## src/rtl/fifo_pkg.sv

```systemverilog
// Shared sizing defaults and helpers for the dual-port-RAM streaming FIFO.
package fifo_pkg;
  localparam int FIFO_DATA_W = 8;
  localparam int FIFO_ADDR_W = 6;
  localparam int FIFO_DEPTH  = 2 ** FIFO_ADDR_W;

  // Level must reach DEPTH + 2 (full RAM plus full skid); one spare bit keeps it at ADDR_W+2.
  function automatic int level_w(input int addr_w);
    return $clog2((2 ** addr_w) + 3) + 1;
  endfunction
endpackage

```

## src/rtl/dpram_skid2.sv

```systemverilog
// Two-entry output skid: captures RAM read data, presents the head show-ahead.
module dpram_skid2 #(
  parameter int DATA_W = 8
) (
  input  logic              clk,
  input  logic              rst_n,
  input  logic              flush,
  input  logic              cap,
  input  logic [DATA_W-1:0] cap_data,
  input  logic              out_ready,
  output logic              out_valid,
  output logic [DATA_W-1:0] out_data,
  output logic              pop,
  output logic [1:0]        cnt
);
  logic [1:0][DATA_W-1:0] skid;

  assign out_valid = (cnt != 2'd0);
  assign out_data  = skid[0];
  assign pop       = out_valid & out_ready;

  // The issue logic upstream guarantees a capture never lands on a full skid without a pop.
  always_ff @(posedge clk or negedge rst_n) begin
    if (!rst_n) begin
      skid <= '0;
      cnt  <= 2'd0;
    end else if (flush) begin
      skid <= '0;
      cnt  <= 2'd0;
    end else begin
      case ({pop, cap})
        2'b11: begin
          if (cnt == 2'd1) begin
            skid[0] <= cap_data;
          end else begin
            skid[0] <= skid[1];
            skid[1] <= cap_data;
          end
        end
        2'b10: begin
          skid[0] <= skid[1];
          cnt     <= cnt - 2'd1;
        end
        2'b01: begin
          if (cnt == 2'd0) skid[0] <= cap_data;
          else             skid[1] <= cap_data;
          cnt <= cnt + 2'd1;
        end
        default: ;
      endcase
    end
  end
endmodule

```

## src/rtl/dpram_stream_fifo.sv

```systemverilog
// Valid/ready FIFO controller over an external true dual-port RAM; port A writes, port B prefetches.
module dpram_stream_fifo
  import fifo_pkg::*;
#(
  parameter int DATA_W = FIFO_DATA_W,
  parameter int ADDR_W = FIFO_ADDR_W
) (
  input  logic                        clk,
  input  logic                        rst_n,
  input  logic                        flush,
  input  logic                        in_valid,
  output logic                        in_ready,
  input  logic [DATA_W-1:0]           in_data,
  output logic                        out_valid,
  input  logic                        out_ready,
  output logic [DATA_W-1:0]           out_data,
  output logic [level_w(ADDR_W)-1:0]  level,
  output logic [ADDR_W-1:0]           ram_addr_a,
  output logic [DATA_W-1:0]           ram_data_a,
  output logic                        ram_we_a,
  output logic [ADDR_W-1:0]           ram_addr_b,
  output logic                        ram_we_b,
  input  logic [DATA_W-1:0]           ram_q_b
);
  localparam int DEPTH = 2 ** ADDR_W;
  localparam int LW    = level_w(ADDR_W);

  logic [ADDR_W-1:0] wr_ptr, rd_ptr;
  logic [ADDR_W:0]   ram_cnt;
  logic              rd_pend;
  logic [1:0]        skid_cnt;
  logic              push, pop, rd_issue;

  assign in_ready = (ram_cnt != (ADDR_W+1)'(DEPTH));
  assign push     = in_valid & in_ready;
  // Issue only if the word will find a free skid slot when it returns next cycle.
  assign rd_issue = (ram_cnt != '0) &&
                    (({1'b0, skid_cnt} + {2'b0, rd_pend}) < (3'd2 + {2'b0, pop}));

  assign ram_addr_a = wr_ptr;
  assign ram_data_a = in_data;
  assign ram_we_a   = push;
  assign ram_addr_b = rd_ptr;
  assign ram_we_b   = 1'b0;

  assign level = LW'(ram_cnt) + LW'(rd_pend) + LW'(skid_cnt);

  always_ff @(posedge clk or negedge rst_n) begin
    if (!rst_n) begin
      wr_ptr  <= '0;
      rd_ptr  <= '0;
      ram_cnt <= '0;
      rd_pend <= 1'b0;
    end else if (flush) begin
      wr_ptr  <= '0;
      rd_ptr  <= '0;
      ram_cnt <= '0;
      rd_pend <= 1'b0;
    end else begin
      if (push)     wr_ptr <= wr_ptr + 1'b1;
      if (rd_issue) rd_ptr <= rd_ptr + 1'b1;
      rd_pend <= rd_issue;
      case ({push, rd_issue})
        2'b10:   ram_cnt <= ram_cnt + 1'b1;
        2'b01:   ram_cnt <= ram_cnt - 1'b1;
        default: ;
      endcase
    end
  end

  dpram_skid2 #(.DATA_W(DATA_W)) u_skid (
    .clk       (clk),
    .rst_n     (rst_n),
    .flush     (flush),
    .cap       (rd_pend),
    .cap_data  (ram_q_b),
    .out_ready (out_ready),
    .out_valid (out_valid),
    .out_data  (out_data),
    .pop       (pop),
    .cnt       (skid_cnt)
  );
endmodule

```

## config.mk

```make
export PLATFORM = sky130hd
export DESIGN_NAME = dpram_stream_fifo
export DESIGN_NICKNAME = d
export VERILOG_FILES = /design/src/rtl/fifo_pkg.sv /design/src/rtl/dpram_skid2.sv /design/src/rtl/dpram_stream_fifo.sv
export SDC_FILE = /design/constraint.sdc
export NUM_CORES = 1
export LEC_CHECK = 0
export BUFFER_PORTS_ARGS = -buffer_cell sky130_fd_sc_hd__buf_2
export CORE_UTILIZATION = 55
export DETAILED_ROUTE_END_ITERATION = 10
export PLACE_DENSITY_LB_ADDON = 0.1
export SLEW_MARGIN = 20
export SYNTH_ARGS = -nofsm -noshare
export SYNTH_HDL_FRONTEND = slang
export SYNTH_SLANG_ARGS = --single-unit
```

## constraint.sdc

```tcl
create_clock -name clk -period 7.9 [get_ports clk]
set_input_delay 1.185 -clock clk [delete_from_list [all_inputs] [get_ports clk]]
set_output_delay 1.185 -clock clk [all_outputs]
set_load 0.005 [all_outputs]
```

Word-level counts from Yosys, hierarchy flattened:

Index checks and enable logic that the tools add are counted.

* flip-flop bits (word level): 38
* latch bits: 0
* bits in writable memories: 0
* ROM bits: 0
* bits of input ports: 21
* output and inout port bits: 40
* memories kept: 0

* add/subtract/negate cells: 10
* multiply operators: 0
* divide/modulo/power cells: 0
* magnitude comparators: 1
* equality and inequality tests: 10
* shifts and indexed selects: 0
* mux-type cells: 16
* bitwise logic cells: 2
* reduce and logical (&&, ||, !) cells: 12

Operator list (number)
* 2-to-1 mux 8 bit: 4
* 2-to-1 mux 6 bit: 4
* case mux 8 bit (3 select lines): 1
* 2-to-1 mux 16 bit: 1
* case mux 8 bit (2 select lines): 1
* case mux 7 bit (2 select lines): 1
* adder 6 x 1 -> 6 bit (second input constant): 2
* nonzero test 3 bit: 3
* adder 7 x 1 -> 8 bit: 1
* adder 8 x 2 -> 8 bit: 1
* adder 7 x 1 -> 7 bit (second input constant): 1
* 2-to-1 mux 7 bit: 1
* inequality test 7 bit (second input constant): 1
* nonzero test 7 bit: 1
* subtractor 7 x 1 -> 7 bit (second input constant): 1
* equality test 2 x 1 -> 1 bit (second input constant): 3
* equality test 2 bit (second input constant): 3
* inequality test 3 bit (second input constant): 2
* nonzero test 2 bit: 3
* case mux 2 bit (2 select lines): 1
* nonzero test 4 bit: 1
* adder 2 x 1 -> 3 bit: 1
* adder 2 x 1 -> 3 bit (first input constant): 1
* less-than comparator 3 bit: 1
* other kinds (10): 11

Depth between registers and ports, before layout:

Gate-level depths: netlist of the first run.

* depth in word-level cells: 8
* mapped depth: 12

Hierarchy:

A second synthesis of the first run with hierarchy kept.

* cell total of the unflattened synthesis: 238
* area, all modules: 2461.1 um2

By module, submodules not included
* dpram_stream_fifo: times used 1, cells each 152, area an instance 1475.2 um2, sequential area each 500.5 um2
* dpram_skid2: times used 1, cells each 86, area an instance 985.9 um2, sequential area each 450.4 um2

Worst setup path before layout of the first run:

No wires, ideal clock.

* path kind: in2reg
* start: input port out_ready
* end: register ram_cnt[6]
* arrival time: 3.493 ns
* required time: 7.775 ns
* setup slack: 4.283 ns
* stages: 10
* buffers on the path: 1
* cell sequence: nor4b_1 > or2_2 > buf_2 > and3_2 > fa_1 > a211oi_1 > o21bai_1 > a21oi_1 > mux2i_1 > mux2_2

* cells in the longest elaborated chain, start to end: 7
* elaborated cells on any way between the ends: 9

RTL lines
* start, declared: RTL line dpram_stream_fifo.sv:15 `input logic out_ready,`
* AND 1 bit *: RTL line dpram_skid2.sv:20 `assign pop = out_valid & out_ready;`
* adder 2 x 1 -> 3 bit *: RTL line dpram_stream_fifo.sv:38 `(({1'b0, skid_cnt} + {2'b0, rd_pend}) < (3'd2 + {2'b0, pop}));`
* less-than comparator 3 bit *: RTL line dpram_stream_fifo.sv:38
* logical AND 1 bit *: RTL line dpram_stream_fifo.sv:37 `assign rd_issue = (ram_cnt != '0) &&`
* equality test 2 x 1 -> 1 bit / equality test 2 bit (equally long branches): RTL line dpram_stream_fifo.sv:63 `case ({push, rd_issue})`
* case mux 7 bit (2 select lines): RTL line dpram_stream_fifo.sv:63
* 2-to-1 mux 7 bit: RTL line dpram_stream_fifo.sv:54 `end else if (flush) begin`
* end signal, assigned: RTL line dpram_stream_fifo.sv:64 `2'b10: ram_cnt <= ram_cnt + 1'b1;`
* end signal, assigned: RTL line dpram_stream_fifo.sv:65 `2'b01: ram_cnt <= ram_cnt - 1'b1;`
* end, declared: RTL line dpram_stream_fifo.sv:29 `logic [ADDR_W:0] ram_cnt;`

Mark *: on every way between the ends. The rest lies on a longest branch, timed or not.
A chain may end at the register's enable or synchronous reset.

Worst setup path in the final report of the first run:

Same ends and word-level chain as after synthesis.

==> results of run 1 <==
cells in the final DEF (no fill, tap or decap), types with 3 or more instances in the layout:
master     n
buf_2     43
dfrtp_1   38
nor2_1    32
nand2_1   16
ha_1      15
inv_1     14
mux2i_1   13
xor2_1    11
nand3_1    8
a22oi_1    8
o31ai_1    8
xnor2_1    7
o21ai_0    6
a21oi_1    6
clkbuf_8   6
nand4_1    5
a211oi_1   3
fa_1       3
cells in the mapped netlist, drive strengths merged:
| cell type | n | area (um2) |
|---|---|---|
| nand2 | 16 | 60.06 |
| o21ai | 6 | 30.03 |
| nand3 | 8 | 40.04 |
| dfrtp | 38 | 950.9 |
| or3 | 1 | 6.260 |
| o21bai | 2 | 15.01 |
| mux2i | 13 | 130.1 |
| conb | 1 | 3.750 |
| and2 | 2 | 12.51 |
| clkbuf | 4 | 15.01 |
| o221ai | 1 | 8.760 |
| o311a | 1 | 10.01 |
| and3 | 3 | 20.02 |
| o211ai | 1 | 7.510 |
| mux2 | 4 | 52.55 |
| nor2 | 32 | 120.1 |
| a211oi | 3 | 22.52 |
| inv | 15 | 58.81 |
| a211o | 1 | 8.760 |
| buf | 21 | 152.6 |
| a21o | 2 | 15.01 |
| or4 | 1 | 11.26 |
| nor4 | 2 | 12.51 |
| nor4b | 1 | 8.760 |
| fa | 3 | 60.06 |
| a22oi | 8 | 60.06 |
| nor3 | 1 | 5.000 |
| nand4 | 5 | 31.28 |
| nor2b | 2 | 12.51 |
| or2 | 2 | 12.51 |
| a21oi | 6 | 30.03 |
| ha | 15 | 187.7 |
| o22ai | 1 | 6.260 |
| xor2 | 11 | 96.34 |
| o31ai | 9 | 81.33 |
| xnor2 | 7 | 61.31 |
| a221o | 1 | 10.01 |
routing by layer:
metal	vias up	part of all wire (%)
li1	898	-
met1	847	49
met2	33	47
met3	9	3.2
met4	0	0.99
met5	-	0
power by group through the flow:
stage                     combinational [uW]  clock, uW  sequential, uW
after detailed placement                 540          0             311
final                                    541        203             306
after global placement                   527          0             309
after CTS                                545        207             307
after global routing                     617        213             316
after floorplan                          444          0             296
logic make-up after synthesis:
logic type	Yosys count	share of synthesized area [%]
multiplexers	17	7.526
adder cells (fa/ha/maj)	18	10.21
buffers and inverters	40	9.330
XOR/XNOR	18	6.495
flip-flops	38	39.18
other	1	0.1545
AO/OA/AOI/OAI	42	12.58
AND/OR/NAND/NOR	76	14.54
path summary, 6_finish.rpt:
check / slack [ps] / cells after the start / end
worst max-delay path: 4350 / 10 / ram_cnt[6]$_DFFE_PN0P_
worst min-delay path: 480 / 2 / u_skid.out_data[7]$_DFFE_PN0P_
worst max register to register: 4500 / 9 / ram_cnt[6]$_DFFE_PN0P_
worst min register to register: 480 / 2 / u_skid.out_data[7]$_DFFE_PN0P_
max in group asynchronous: 6370 / 1 / u_skid.skid[10]$_DFFE_PN0P_
min in group asynchronous: 1000 / 1 / u_skid.cnt[0]$_DFFE_PN0P_
sequential cells by signal, indices dropped and copies added (netlist names):
signal           count
u_skid.cnt           2
ram_addr_a           6
ram_cnt              7
u_skid.skid          8
u_skid.out_data      8
ram_addr_b           6
rd_pend              1
through the flow:
step	cells	hold slack, ps	utilization [%]	power (uW)
global placement	318	455.5	61.66	836.1
global route	326	514.5	65.13	1146
finish	326	475.6	65.13	1050
detailed placement	318	461.7	61.66	850.7
CTS	326	479.1	65.13	1058
floorplan	250	449.8	-	739.8
final cells by class:
cell class	instances	area (um2)	share of cell area, %
flip-flops and latches	38	950.9	35.48
multi-input cells	172	1250	46.64
repair buffers	43	215.2	8.030
well taps	50	62.56	2.334
clock inverters	2	60.06	2.241
clock buffers	6	82.58	3.081
inverters	15	58.81	2.194
worst reg2reg max path, cell delays in order, from the launching register on:
cell and delay, ps:
dfrtp_1 490, nor4_1 500, nand3_1 330, and3_2 380, fa_1 430, a211oi_1 310
o21bai_1 110, a21oi_1 180, mux2i_1 210, mux2_2 350
==> results_dict.tcl, run 1 <==
set metrics [dict create \
    status "finished clean" \
    final.setup.tns_ps 0 \
    power.leakage_uw 0.001406 \
    synth_area_um2 2427 \
    max_cap_viol_count 0 \
    min_period_ps 3545 \
    pre_cts_slack_ps 4077 \
    pin_count 61 \
    place_congestion 0.8936 \
    die-area_um2 4683 \
    cts.sinks 38 \
    holdBufCountCts 0 \
    grt_pass1_vias 1650 \
    drive_above_1_share_pct 22.10 \
    die_y_um 68.43 \
    synth_fp_nets 289 \
    drc_errors 0 \
    wl_per_cell_um 14.19 \
    crit_arrival_ps 3720 \
    die_width_um 68.43 \
    insertion_delay_ps 280 \
    power_frac_seq_pct 29.2 \
    clk_path_buf_depth 2 \
    fin_worst_skew_ps 4.335 \
    antenna_found_initial 0 \
    syn_inst 250 \
    num_antenna_cells 0 \
    dp_hpwl_mm 3.361 \
    grt_overflow 0 \
    worst_pin_slew_ps 945.9 \
    final.setup.worst_slack_ps 4355 \
    core_area_um2 4115 \
    nets 314 \
    cp.required_ps 8070 \
    yosysSeqAreaShare_pct 39.18 \
    crit_start "out_ready" \
    ctsResizeCount 0 \
    busiest_layer "met2" \
    synth-seq-cells 38 \
    hold_path.class "register to register" \
    grtUsageMet3_pct 4.000 \
    p_clk_share_pct 19.3 \
    grt_max_degree 39 \
    slowest_stage "fa_1" \
    slew_violations 0 \
    path_class "primary input to register" \
    p_sw_uw 421.6 \
    drt-total-wl_mm 4.625 \
    p_int_uw 628.6 \
    place_area_um2 2537 \
    power_density_nw_per_um2 391.9 \
    start_util_pct 58.98 \
    grt_util_met1_pct 28.45 \
    htreeDepth 2 \
    numCtsBuffers 5 \
    hold_viol 0 \
    firstDrtPassIters 4 \
    hp-start "u_skid.out_data[7]$_DFFE_PN0P_" \
    syn2layout_area_growth_pct 10.41 \
    yosysWarnings 0 \
    drtIter0Drc 92 \
    timing.fmax_mhz 282.1 \
    cts_tree "built" \
    cts_setup_buffers 0 \
    rows 23 \
    num_vias 1787 \
    peakVddDrop_mv 0.1665 \
    swShare_pct 40.14 \
    grt_use_met2_pct 34.56 \
    clkTransAtPathRegs_ps 80 \
    path_cells "buf_2 -> nor4b_1 -> or2_2 -> and3_2 -> fa_1 -> a211oi_1 -> o21bai_1 -> a21oi_1 -> mux2i_1 -> mux2_2" \
    rsz0062_at_grt "false" \
    crit_fanout 9 \
    cp.buffers_inverters 1 \
    root_buffer "clkbuf_8" \
    critPathTopFamily "simple AND/OR/NAND/NOR gates" \
    cp-end-kind "register" \
    pwr-share-comb_pct 51.6 \
    setup_viol 0 \
    viasPerCell 5.482 \
    cp-start-kind "primary input" \
    synth_cell_types 44 \
    grtUsageTotal_pct 21.33 \
    reg2reg_from "ram_cnt[2]$_DFFE_PN0P_" \
    fillCellCount 365 \
    cp_slowest_stage_delay_ps 430 \
    grt_pass1_wl_mm 7.279 \
    portBuffers 43 \
    syn_avg_cell_area_um2 9.709 \
    antenna_left 0 \
    final_cell_area_um2 2680 \
    slew_headroom_pct 36.70 \
    period_share_pct 44.87 \
]
Note: power is estimated with default switching activity, not from simulation.
==> inputs of run 2 (changes only) <==
Settings changed: ABC_AREA set to 1, CORE_UTILIZATION 55 to 54.
Clock period 7.9 ns to 3.45 ns, I/O delays scaled along.
==> run 2 against run 1 <==
First-iteration DRC count grew 34%. Register-to-register slack lost 3800 ps. Core utilization shrank 2.2 points. Critical path type is now register to primary output. Critical path depth shrank 2. Sequential power grew 110%. Clock power grew 61%. Clock skew is essentially flat. Combinational power grew 130%. Die area grew 9.3%.
==> results_dict.tcl, run 2 <==
set metrics [dict create \
    nets 397 \
    synth_area_um2 2613 \
    cp_slowest_stage_delay_ps 460 \
    slew_headroom_pct 40.44 \
    worst_pin_slew_ps 893.4 \
    synthAdderAreaFrac_pct 9.483 \
    grt_pass1_wl_mm 9.404 \
    final.setup.tns_ps 0 \
    place_area_um2 2740 \
    hold_path.class "primary input to asynchronous set/reset pin" \
    dp_hpwl_mm 3.915 \
    syn2layout_area_growth_pct 8.525 \
    insertion_delay_ps 290 \
    cp.required_ps 2930 \
    synth_top_family_by_area "simple AND/OR/NAND/NOR gates" \
    crit_start "ram_cnt[0]$_DFFE_PN0P_" \
    reg2reg_from "u_skid.cnt[1]$_DFFE_PN0P_" \
    grt_pass1_vias 2015 \
    synth-seq-cells 38 \
    cts_tree "built" \
    syn_inst 331 \
    wl_per_cell_um 13.33 \
    muxShareOfSynthArea_pct 0 \
    power_frac_seq_pct 29.0 \
    synth_cell_types 36 \
    place_congestion 0.8218 \
    crit_fanout 5 \
    firstDrtPassIters 5 \
    final_cell_mix "66 x nand2_1, 47 x inv_1, 43 x buf_2" \
    p_int_uw 1183 \
    fin_worst_skew_ps 4.586 \
    pre_cts_slack_ps 755.9 \
    core_area_um2 4504 \
    p_clk_share_pct 14.6 \
    cts.sinks 38 \
    num_antenna_cells 0 \
    syn_avg_cell_area_um2 7.893 \
    drt-total-wl_mm 5.479 \
    num_vias 2230 \
    crit_arrival_ps 2270 \
    post-route-util_pct 62.94 \
    die_y_um 71.56 \
    pwr-share-comb_pct 56.3 \
    holdBufCountCts 0 \
    numCtsBuffers 5 \
    start_util_pct 58.00 \
    viasPerCell 5.426 \
    synth_fp_nets 370 \
    grtUsageTotal_pct 23.79 \
    rsz0062_at_grt "false" \
    final_cell_area_um2 2835 \
    antenna_left 0 \
    period_share_pct 80.75 \
    rows 24 \
    r2r_slack_ps 720 \
    synthDominantCellAreaShare_pct 36.40 \
    cp-start-kind "register" \
    synthFlopType "dfrtp_1" \
    antenna_found_initial 0 \
    clkTransAtPathRegs_ps 80 \
    root_buffer "clkbuf_8" \
    synth-edff-count 0 \
    yosysMostFrequentCell "nand2_1" \
    status "finished clean" \
    p_sw_uw 1049 \
    ys_async_sr_fraction_pct 100.0 \
    ctsResizeCount 0 \
    yosys.area_share.xor_xnor_pct 3.688 \
    pin_count 61 \
    power.leakage_uw 0.001500 \
    netlist_top_cells_area "dfrtp_1 36%, nand2_1 9.5%, ha_1 7.2%, inv_1 6.8%, nand3_1 5.2%" \
    min_period_ps 2786 \
    path_cells "inv_1 -> fa_1 -> inv_1 -> fa_1 -> nand3_1 -> nor3_1 -> xor2_1 -> buf_2" \
    setup_viol 0 \
    clk_path_buf_depth 2 \
    drtIter0Drc 123 \
    yosysSeqAreaShare_pct 36.40 \
    drc_errors 0 \
    yosysWarnings 0 \
    cp-end-kind "primary output" \
    synth-simple-area-share_pct 22.17 \
    hold_viol 0 \
    portBuffers 43 \
    slowest_stage "dfrtp_1" \
    yosys.area.top_type "dfrtp_1" \
    die_width_um 71.56 \
    path_class "register to primary output" \
    max_cap_viol_count 0 \
    timing.fmax_mhz 359.0 \
    synth_common_cells "66 x nand2_1, 47 x inv_1, 38 x dfrtp_1, 27 x nand3_1" \
    die-area_um2 5120 \
    final.setup.worst_slack_ps 664.1 \
    reg2reg_to "ram_cnt[6]$_DFFE_PN0P_" \
    swShare_pct 47.00 \
    cts_setup_buffers 0 \
    reg2reg_depth 16 \
    drive_above_1_share_pct 20.33 \
    power_density_nw_per_um2 787.3 \
    crit_end "level[6]" \
    htreeDepth 2 \
    slew_violations 0 \
    peakVddDrop_mv 0.4051 \
    grt_overflow 0 \
    fillCellCount 429 \
    final_common_cell "nand2_1" \
    grt_max_degree 39 \
    synth_compound_area_share_pct 14.27 \
    fin_hold_ws_ps 332.8 \
]
[run 2: power groups by stage]
stage          Combinational [uW]  Clock, uW  Sequential [uW]
6_report                     1260        326              648
5_1_grt                      1430        353              667
4_1_cts                      1260        337              649
3_5_place_dp                 1260          0              657
3_3_place_gp                 1240          0              654
2_1_floorplan                 983          0              635
[run 2: worst min path at each step]
stage | slack, ps | cells after the start | to
2_1_floorplan | 220 | 0 | ram_addr_a[0]$_DFFE_PN0P_
3_3_place_gp | 460 | 2 | u_skid.out_data[2]$_DFFE_PN0P_
3_5_place_dp | 460 | 2 | u_skid.out_data[3]$_DFFE_PN0P_
4_1_cts | 370 | 1 | u_skid.skid[10]$_DFFE_PN0P_
5_1_grt | 410 | 1 | u_skid.skid[10]$_DFFE_PN0P_
6_report | 330 | 1 | u_skid.skid[10]$_DFFE_PN0P_
[run 2: kinds of logic after synthesis]
group,count (synthesis)
and+or+nand+nor,124
xor gates and xnor gates,11
buffers and inverters,78
other,1
DFF,38
adders and majority gates,18
AOI/OAI and AO/OA,61
[run 2: layout make-up]
| class | instances | area [um2] | share of cell area, % |
|---|---|---|---|
| clock buffer | 6 | 82.58 | 2.913 |
| clock inverter | 2 | 12.51 | 0.4413 |
| inverter | 55 | 209.0 | 7.370 |
| multi-input combinational | 215 | 1300 | 45.85 |
| sequential | 38 | 950.9 | 33.54 |
| tap | 52 | 65.06 | 2.295 |
| timing repair buffer | 43 | 215.2 | 7.590 |
[run 2: worst max-delay path, delay by kind of cell, from the launching register on]
| family | cells | cell delay, ps |
|---|---|---|
| buffers and inverters | 3 | 340 |
| DFF | 1 | 460 |
| xor gates and xnor gates | 1 | 170 |
| adders and majority gates | 2 | 640 |
| and+or+nand+nor | 2 | 360 |
[run 2: routing by layer]
metal	share of wire, %	global-route usage (%)
met5	0	0
met4	1.3	9.150
met3	4.0	5.626
met2	48	39.15
met1	47	30.62
[run 2: stage by stage]
stage	total power (uW)	cells
2_1_floorplan	1618	331
3_3_place_gp	1897	403
3_5_place_dp	1913	403
4_1_cts	2249	411
5_1_grt	2453	411
6_report	2232	411
